## config.mk

```make
export PLATFORM = sky130hd
export DESIGN_NAME = parallel_to_serial_wrapper
export DESIGN_NICKNAME = d
export VERILOG_FILES = /design/src/rtl/definitions.sv /design/src/rtl/counter.sv /design/src/rtl/parallel_to_serial_wrapper.sv
export SDC_FILE = /design/constraint.sdc
export NUM_CORES = 1
export LEC_CHECK = 0
export CAP_MARGIN = 15
export CORE_MARGIN = 2
export CORE_UTILIZATION = 45
export DETAILED_ROUTE_END_ITERATION = 7
export PLACE_DENSITY = 0.74
export SYNTH_ARGS = -nofsm -noshare
export SYNTH_HDL_FRONTEND = slang
export SYNTH_SLANG_ARGS = --single-unit
```

## constraint.sdc

```tcl
create_clock -name Clock -period 2.13 [get_ports Clock]
set_input_delay 0.426 -clock Clock [delete_from_list [all_inputs] [get_ports Clock]]
set_output_delay 0.426 -clock Clock [all_outputs]
set_load 0.005 [all_outputs]
```

## src/rtl/definitions.sv

```systemverilog
// Shared PHY definitions: serializer state encoding, default widths and the
// SD bus idle-line level.
package definitions;

   typedef enum logic [1:0] {
      ST_IDLE = 2'd0,
      ST_SEND = 2'd1,
      ST_DONE = 2'd2
   } state_t;

   localparam int DEF_WIDTH    = 49;
   localparam int DEF_FS_WIDTH = 8;

   // CMD/DAT lines idle high between frames.
   localparam logic SD_IDLE_LEVEL = 1'b1;

endpackage

```

## src/rtl/counter.sv

```systemverilog
// Generic up-counter with synchronous clear (priority) and count enable,
// shared by the PHY blocks.
module counter #(
   parameter int W = 8
) (
   input  logic         clk,
   input  logic         rst,
   input  logic         clr,
   input  logic         en,
   output logic [W-1:0] count
);

   always_ff @(posedge clk or posedge rst) begin
      if (rst) begin
         count <= '0;
      end else if (clr) begin
         count <= '0;
      end else if (en) begin
         count <= count + 1'b1;
      end
   end

endmodule

```

## src/rtl/parallel_to_serial_wrapper.sv

```systemverilog
// MSB-first frame serializer for the SD command path. Loads a parallel word,
// shifts min(framesize, WIDTH) bits onto a high-idling line, then flags complete.
module parallel_to_serial_wrapper
   import definitions::*;
#(
   parameter int WIDTH    = DEF_WIDTH,
   parameter int FS_WIDTH = DEF_FS_WIDTH
) (
   input  logic                Clock,
   input  logic                Reset,
   input  logic                Enable,
   input  logic                load_send,
   input  logic [FS_WIDTH-1:0] framesize,
   input  logic [WIDTH-1:0]    parallel,
   output logic                serial,
   output logic                complete,
   output state_t              state_dbg
);

   state_t              state, state_nx;
   logic [WIDTH-1:0]    shreg;
   logic [FS_WIDTH-1:0] n_reg, n_load, cnt;
   logic                serial_nx, complete_nx;
   logic                load, shift, cnt_clr, cnt_en;

   // Frame length is latched at the load edge so later framesize changes are ignored.
   always_comb begin
      if (32'(framesize) > 32'(WIDTH)) begin
         n_load = FS_WIDTH'(WIDTH);
      end else begin
         n_load = framesize;
      end
   end

   counter #(.W(FS_WIDTH)) u_counter (
      .clk   (Clock),
      .rst   (Reset),
      .clr   (cnt_clr),
      .en    (cnt_en),
      .count (cnt)
   );

   always_comb begin
      state_nx    = state;
      serial_nx   = SD_IDLE_LEVEL;
      complete_nx = 1'b0;
      load        = 1'b0;
      shift       = 1'b0;
      cnt_clr     = 1'b0;
      cnt_en      = 1'b0;
      if (!Enable) begin
         state_nx = ST_IDLE;
         cnt_clr  = 1'b1;
      end else begin
         case (state)
            ST_IDLE: begin
               if (load_send) begin
                  load     = 1'b1;
                  cnt_clr  = 1'b1;
                  state_nx = (n_load == '0) ? ST_DONE : ST_SEND;
               end
            end
            ST_SEND: begin
               if (cnt < n_reg) begin
                  serial_nx = shreg[WIDTH-1];
                  shift     = 1'b1;
                  cnt_en    = 1'b1;
               end else begin
                  complete_nx = 1'b1;
                  state_nx    = ST_DONE;
               end
            end
            ST_DONE: begin
               // Level-held load_send must drop before another frame can start.
               if (load_send) begin
                  complete_nx = 1'b1;
               end else begin
                  state_nx = ST_IDLE;
               end
            end
            default: state_nx = ST_IDLE;
         endcase
      end
   end

   always_ff @(posedge Clock or posedge Reset) begin
      if (Reset) begin
         state    <= ST_IDLE;
         serial   <= SD_IDLE_LEVEL;
         complete <= 1'b0;
         shreg    <= '0;
         n_reg    <= '0;
      end else begin
         state    <= state_nx;
         serial   <= serial_nx;
         complete <= complete_nx;
         if (load) begin
            shreg <= parallel;
            n_reg <= n_load;
         end else if (shift) begin
            shreg <= shreg << 1;
         end
      end
   end

   assign state_dbg = state;

endmodule

```

==> results.cfg, run 1 <==
[cells_and_area]
final_util_pct = 63.9
largest_register_ffs = 49
antenna_cells = 0
final_cell_mix = a21oi_1, nand2_1, dfrtp_1
mostFrequentLayoutCell = a21oi_1
area_growth_pct = 37.2
drive_gt1_share_pct = 13.1
fin_nets = 547
fill_cells = 604

[floorplanning]
die_y_um = 90.6
initial_core_util_pct = 46.6
ios = 65
core-area_mm2 = 0.00725
die_area_mm2 = 0.00822
row_count = 31
die_x_um = 90.6

[clock_tree]
clock_latency_ps = 330
ctsHoldBuffers = 0
cts_root_buf = clkbuf_8
cts.sinks = 69
cts_buffers = 9
cts_max_level = 3
cts_tree = yes
clockBufferDepth = 2
cts.clk_slew.worst_paths_ps = 70

[synth]
synth_ff_type = dfrtp_1
synth_cell_types = 33
ys_warn_count = 0
postSynthCellCount = 392
synth_fp_nets = 464
syn_area_per_cell_um2 = 8.62
netlist_area_mm2 = 0.00338
synth-async-reset-ratio_pct = 100
synth_enable_flop_cells = 0
synth-seq-cells = 69
ys_seq_area_share_pct = 51.1

[job]
drv_cap = 0

[timing]
finalCritPeriodShare_pct = 103
finalSetupViolations = 51
fin_crit_ps = 2200
worst_pin_slew_ps = 398
rsz0062_at_grt = yes
maxSlewHeadroom_pct = 73.2
setup_tns_ps = -1300
fmax_ghz = 0.454
finClkSkew_ps = 8.19
final_hold_viol_count = 0
drv_slew = 0
fin_ws_ps = -71.9
hold_ws_ps = 475

[critical_path]
worst_path_max_delay_cell = dfrtp_1
crit_path_max_fanout = 8
worstPathRequired_ps = 2380
r2r-end = shreg[33]$_DFFE_PP0P_
cp-end-kind = flop
r2r_start = n_reg[2]$_DFFE_PP0P_
critPathKind = flop to flop
ff2ff_path_depth = 10
regToRegSetupSlack_ps = -70
critPathLaunchType = flop
crit_family = compound AO/OA/AOI/OAI gates
cp.arrival_ps = 2450
critPathBufInv = 4
crit_chain = inv_2 -> ha_4 -> a211oi_2 -> o21ai_2 -> buf_4 -> a2111oi_4 -> buf_4 -> clkbuf_16 -> a21oi_1 -> a21oi_1
crit_path_max_incr_delay_ps = 380

[power_and_ir_drop]
fin_total_pwr_mw = 5.11
internal_power_mw = 3.39
ir_drop_v = 0.000454
p_leak_nw = 2.09
pwr-share-seq_pct = 42.1
switching_share_pct = 33.6
p_sw_mw = 1.72
powerDensity_mw_per_mm2 = 1100
clkPwrFrac_pct = 23.2
pwr-share-comb_pct = 34.6

[global_route]
grt_usage_pct = 20.4
overflow = 0
grt_pass1_wl_um = 13800
grt_pass1_vias = 2998
antenna_found_initial = 0
grt_max_degree = 58

[place]
hpwl_um = 5450
place_ws_ps = -163
io_buffers = 64
place_congestion = 0.844

[run_status]
violations = negative setup slack
status = finished, violations left

[route]
dr.pass1.iters = 5
vias = 3094
drc = 0
initialDrtViolationCount = 217
via_per_inst = 5.34
ant_nets = 0
wl_per_cell_um = 14.3
routed_wl_um = 8280

[worst_hold_path]
hold_path.class = flop to flop
whs_path_depth = 1
hold_start = shreg[48]$_DFFE_PP0P_
hold_end = serial$_DFF_PP1_
==> power by group through the flow <==
stage | combinational, mW | clock [mW] | sequential, mW
5_1_grt | 2.00 | 1.27 | 2.22
4_1_cts | 1.70 | 1.21 | 2.15
3_5_place_dp | 1.63 | 0 | 2.16
2_1_floorplan | 1.16 | 0 | 2.09
6_report | 1.77 | 1.19 | 2.15
3_3_place_gp | 1.54 | 0 | 2.14
==> routing by layer <==
layer / track usage, % / share of wire, %
met1: 27.0 / 44
met2: 34.0 / 50
met3: 3.26 / 4.3
met4: 7.31 / 1.1
met5: 0 / 0
==> worst max path at each step <==
stage,startpoint,end,slack [ps],cells past startpoint
after detailed placement,u_counter.count[2]$_DFFE_PP0P_,shreg[40]$_DFFE_PP0P_,-160,8
after global routing,n_reg[2]$_DFFE_PP0P_,shreg[28]$_DFFE_PP0P_,-170,10
after floorplan,u_counter.count[2]$_DFFE_PP0P_,state_dbg[0]$_DFFE_PP0P_,-7,6
after global placement,Enable,shreg[7]$_DFFE_PP0P_,-30,7
after CTS,n_reg[2]$_DFFE_PP0P_,u_counter.count[4]$_DFFE_PP0P_,-3,7
final,n_reg[2]$_DFFE_PP0P_,shreg[33]$_DFFE_PP0P_,-70,10
==> metrics by stage <==
step,cells,area [um2]
floorplan,392,3380
global placement,555,4260
detailed placement,555,4260
CTS,575,4550
global route,579,4640
finish,579,4640
==> cell usage after synthesis, drive strengths merged, types with 2 or more instances <==
cell type / count / area share (%)
and2: 3 / 0.56
or3: 6 / 1.1
nand4: 2 / 0.37
clkbuf: 17 / 1.9
buf: 6 / 2.0
or4: 2 / 0.44
dfrtp: 68 / 50
o211ai: 3 / 0.67
o21ai: 10 / 1.6
nor2: 56 / 6.2
nand3: 2 / 0.30
a21oi: 106 / 16
ha: 11 / 4.1
nor4: 2 / 0.37
and3: 2 / 0.37
nand2: 69 / 7.7
inv: 12 / 1.3
==> cells by family (layout without fill, tap and decap cells) <==
family,after synthesis,count (layout),share of synthesized area [%]
flops,69,69,51.1
mux,1,1,0.333
buf+inv,35,122,5.22
compound gates,128,129,21.0
fa+ha+maj,11,11,4.07
simple gates,147,147,18.0
xor+xnor,1,1,0.259
==> cell type report <==
type                    count  area [um2]  share of cell area, %
flip-flops and latches     69        1730                   37.3
well taps                  99         124                   2.67
inverters                  12        48.8                   1.05
multi-input cells         289        1530                   32.9
repair buffers             94         986                   21.3
clock inverters             6        86.3                   1.86
clock buffers              10         138                   2.97
==> what timing repair did <==
| action | in CTS | in global routing |
|---|---|---|
| setup endpoints to repair | 58 | 59 |
| pin swaps | 6 | 23 |
| gates resized for setup | 9 | 12 |
| setup buffers | 2 | 3 |
| cloned | 2 | 1 |
Note: power is estimated with default switching activity, not from simulation.
==> run 2: changes to the inputs <==
--- a/config.mk
+++ b/config.mk
@@ -5,11 +5,12 @@
 export SDC_FILE = /design/constraint.sdc
 export NUM_CORES = 1
 export LEC_CHECK = 0
+export ABC_AREA = 1
 export CAP_MARGIN = 15
 export CORE_MARGIN = 2
 export CORE_UTILIZATION = 45
 export DETAILED_ROUTE_END_ITERATION = 7
-export PLACE_DENSITY = 0.74
+export PLACE_DENSITY = 0.72
 export SYNTH_ARGS = -nofsm -noshare
 export SYNTH_HDL_FRONTEND = slang
 export SYNTH_SLANG_ARGS = --single-unit
==> results.cfg, run 2 <==
[timing]
fin_crit_ps = 1900
maxSlewHeadroom_pct = 58.3
setup_tns_ps = 0
worst_pin_slew_ps = 625
rsz0062_at_grt = no
finClkSkew_ps = 9.39
finalSetupViolations = 0
fmax_ghz = 0.526
finalCritPeriodShare_pct = 89.3
drv_slew = 0
final_hold_viol_count = 0

[synth]
postSynthCellCount = 536
ys_seq_area_share_pct = 45.4
synth-seq-cells = 69
synth_fp_nets = 608
ys_warn_count = 0
netlist_top_cells_area = dfrtp_1, nand2_1, nand3_1
synth-async-reset-ratio_pct = 100
yosysMostFrequentCell = nand2_1
syn_area_per_cell_um2 = 7.10
synth_ff_type = dfrtp_1
synth_enable_flop_cells = 0
synth_cell_types = 28
synth_area_leader_cell = dfrtp_1
synth_common_cells = nand2_1, dfrtp_1, nand3_1, inv_1, buf_2
netlist_area_mm2 = 0.00380
synth.top_cell.area_share_pct = 44.7

[power_and_ir_drop]
fin_total_pwr_mw = 5.17
ir_drop_v = 0.000453
p_leak_nw = 2.61
powerDensity_mw_per_mm2 = 1080

[worst_hold_path]
whs_path_depth = 2
hold_path.class = flop to flop

[route]
ant_nets = 0
routed_wl_um = 8430
wl_per_cell_um = 11.9
dr.pass1.iters = 5
vias = 3484
via_per_inst = 4.93
initialDrtViolationCount = 217
drc = 0

[cells_and_area]
drive_gt1_share_pct = 6.82
antenna_cells = 0
register_area_mm2 = 0.00173
final_cell_mix = nand2_1, dfrtp_1, clkdlybuf4s50_1
fill_cells = 752
multi_input_area_mm2 = 0.00181
largest_register_ffs = 49
final_util_pct = 58.4
area_growth_pct = 26.1
mostFrequentLayoutCell = nand2_1
fin_nets = 668

[critical_path]
critPathKind = flop to flop
crit_path_max_incr_delay_ps = 450
critPathBufInv = 1
crit_chain = ha_1 -> a21oi_1 -> o21a_1 -> nand3_4 -> buf_12 -> nand2_1 -> nand2_1 -> nand2_1
crit_family = simple AND/OR/NAND/NOR gates
ff2ff_path_depth = 8
worst_path_max_delay_cell = dfrtp_1
cp-end-kind = flop
cp_common_cell = nand2_1
regToRegSetupSlack_ps = 230
critPathLaunchType = flop
cp.depth = 8
worstPathRequired_ps = 2410
cp.arrival_ps = 2180
crit_path_max_fanout = 33

[global_route]
grt_pass1_wl_um = 14100
overflow = 0
grt_usage_pct = 19.8
grt_max_degree = 62
grt_pass1_vias = 3186
antenna_found_initial = 0

[place]
io_buffers = 64
hpwl_um = 5750
place_congestion = 0.864

[clock_tree]
cts_tree = yes
cts_resized = 0
ctsHoldBuffers = 0
clockBufferDepth = 2
cts_root_buf = clkbuf_8
cts.clk_slew.worst_paths_ps = 70
cts_buffers = 9
cts.sinks = 69
clock_latency_ps = 350
cts_max_level = 3
cts_setup_buffers = 0

[floorplanning]
die_x_um = 96.0
ios = 65
core-area_mm2 = 0.00822
die_y_um = 96.0
die_area_mm2 = 0.00921
row_count = 33
initial_core_util_pct = 46.3

[run_status]
status = finished clean

[job]
drv_cap = 0
run 2: changes by cell type after synthesis, moves of 14 or more:
cell / change
a21oi_1: -101
clkbuf_1: -14
buf_2: +17
nand2_1: +227
inv_1: +14
nand3_1: +61
nor2_1: -43
run 2: path summary, 6_finish.rpt:
check                                                      end                           start
worst max-delay path            u_counter.count[3]$_DFFE_PP0P_  u_counter.count[5]$_DFFE_PP0P_
worst min-delay path                      n_reg[7]$_DFFE_PP0P_            n_reg[7]$_DFFE_PP0P_
worst max register to register  u_counter.count[3]$_DFFE_PP0P_  u_counter.count[5]$_DFFE_PP0P_
worst min register to register            n_reg[7]$_DFFE_PP0P_            n_reg[7]$_DFFE_PP0P_
max in group asynchronous                shreg[32]$_DFFE_PP0P_                           Reset
min in group asynchronous                shreg[12]$_DFFE_PP0P_                           Reset
run 2: layout make-up:
class / instances / area share [%]
Multi-Input combinational cell: 411 / 37.7
Sequential cell: 69 / 36.0
Timing Repair Buffer: 76 / 16.8
Tap cell: 105 / 2.74
Clock buffer: 9 / 2.58
Inverter: 29 / 2.35
Clock inverter: 7 / 1.88
run 2: metrics by stage:
stage / std cells / hold WS [ps] / setup WS [ps] / cell area (um2)
2_1_floorplan: 536 / 436 / 527 / 3810
3_3_place_gp: 690 / 449 / 228 / 4590
3_5_place_dp: 690 / 459 / 168 / 4590
4_1_cts: 706 / 477 / 229 / 4800
5_1_grt: 706 / 504 / 46.8 / 4800
6_report: 706 / 476 / 229 / 4800
run 2: kinds of logic (layout without fill, tap and decap cells):
kind of cell    after synthesis  in the layout  share of synthesized area (%)
fa+ha+maj                    11             11                           3.62
buf+inv                      56            121                           7.07
compound gates               13             13                           1.97
simple gates                382            382                           40.8
xor+xnor                      5              5                           1.15
flops                        69             69                           45.4
run 2: layer usage:
| layer | global-route usage, % | wire, um | vias up | part of all wire (%) |
|---|---|---|---|---|
| met4 | 7.98 | 153 | 0 | 1.8 |
| met3 | 5.09 | 397 | 14 | 4.7 |
| li1 | - | - | 1778 | - |
| met5 | 0 | 0 | - | 0 |
| met2 | 31.9 | 4020 | 71 | 48 |
| met1 | 25.6 | 3860 | 1621 | 46 |
run 2: worst register-to-register path, cell delays in order, from the launching register on:
cell,delay (ps)
dfrtp_1,450
ha_1,320
a21oi_1,130
o21a_1,210
nand3_4,140
buf_12,190
nand2_1,230
nand2_1,90
nand2_1,70
run 2: where the power goes:
part           switching (mW)  total, mW  internal [mW]  leakage, nW
clock network           0.509       1.16          0.652        0.105
registers               0.284       2.10           1.81        0.905
logic                    1.11       1.91          0.802         1.60
==> run 3: changes to the inputs <==
--- a/config.mk
+++ b/config.mk
@@ -6,6 +6,7 @@
 export NUM_CORES = 1
 export LEC_CHECK = 0
 export ABC_AREA = 1
+export ABC_CLOCK_PERIOD_IN_PS = 2130
 export CAP_MARGIN = 15
 export CORE_MARGIN = 2
 export CORE_UTILIZATION = 45
==> results of run 3 <==
Same layout as run 2: the final DEF is identical, and so are final timing and power.
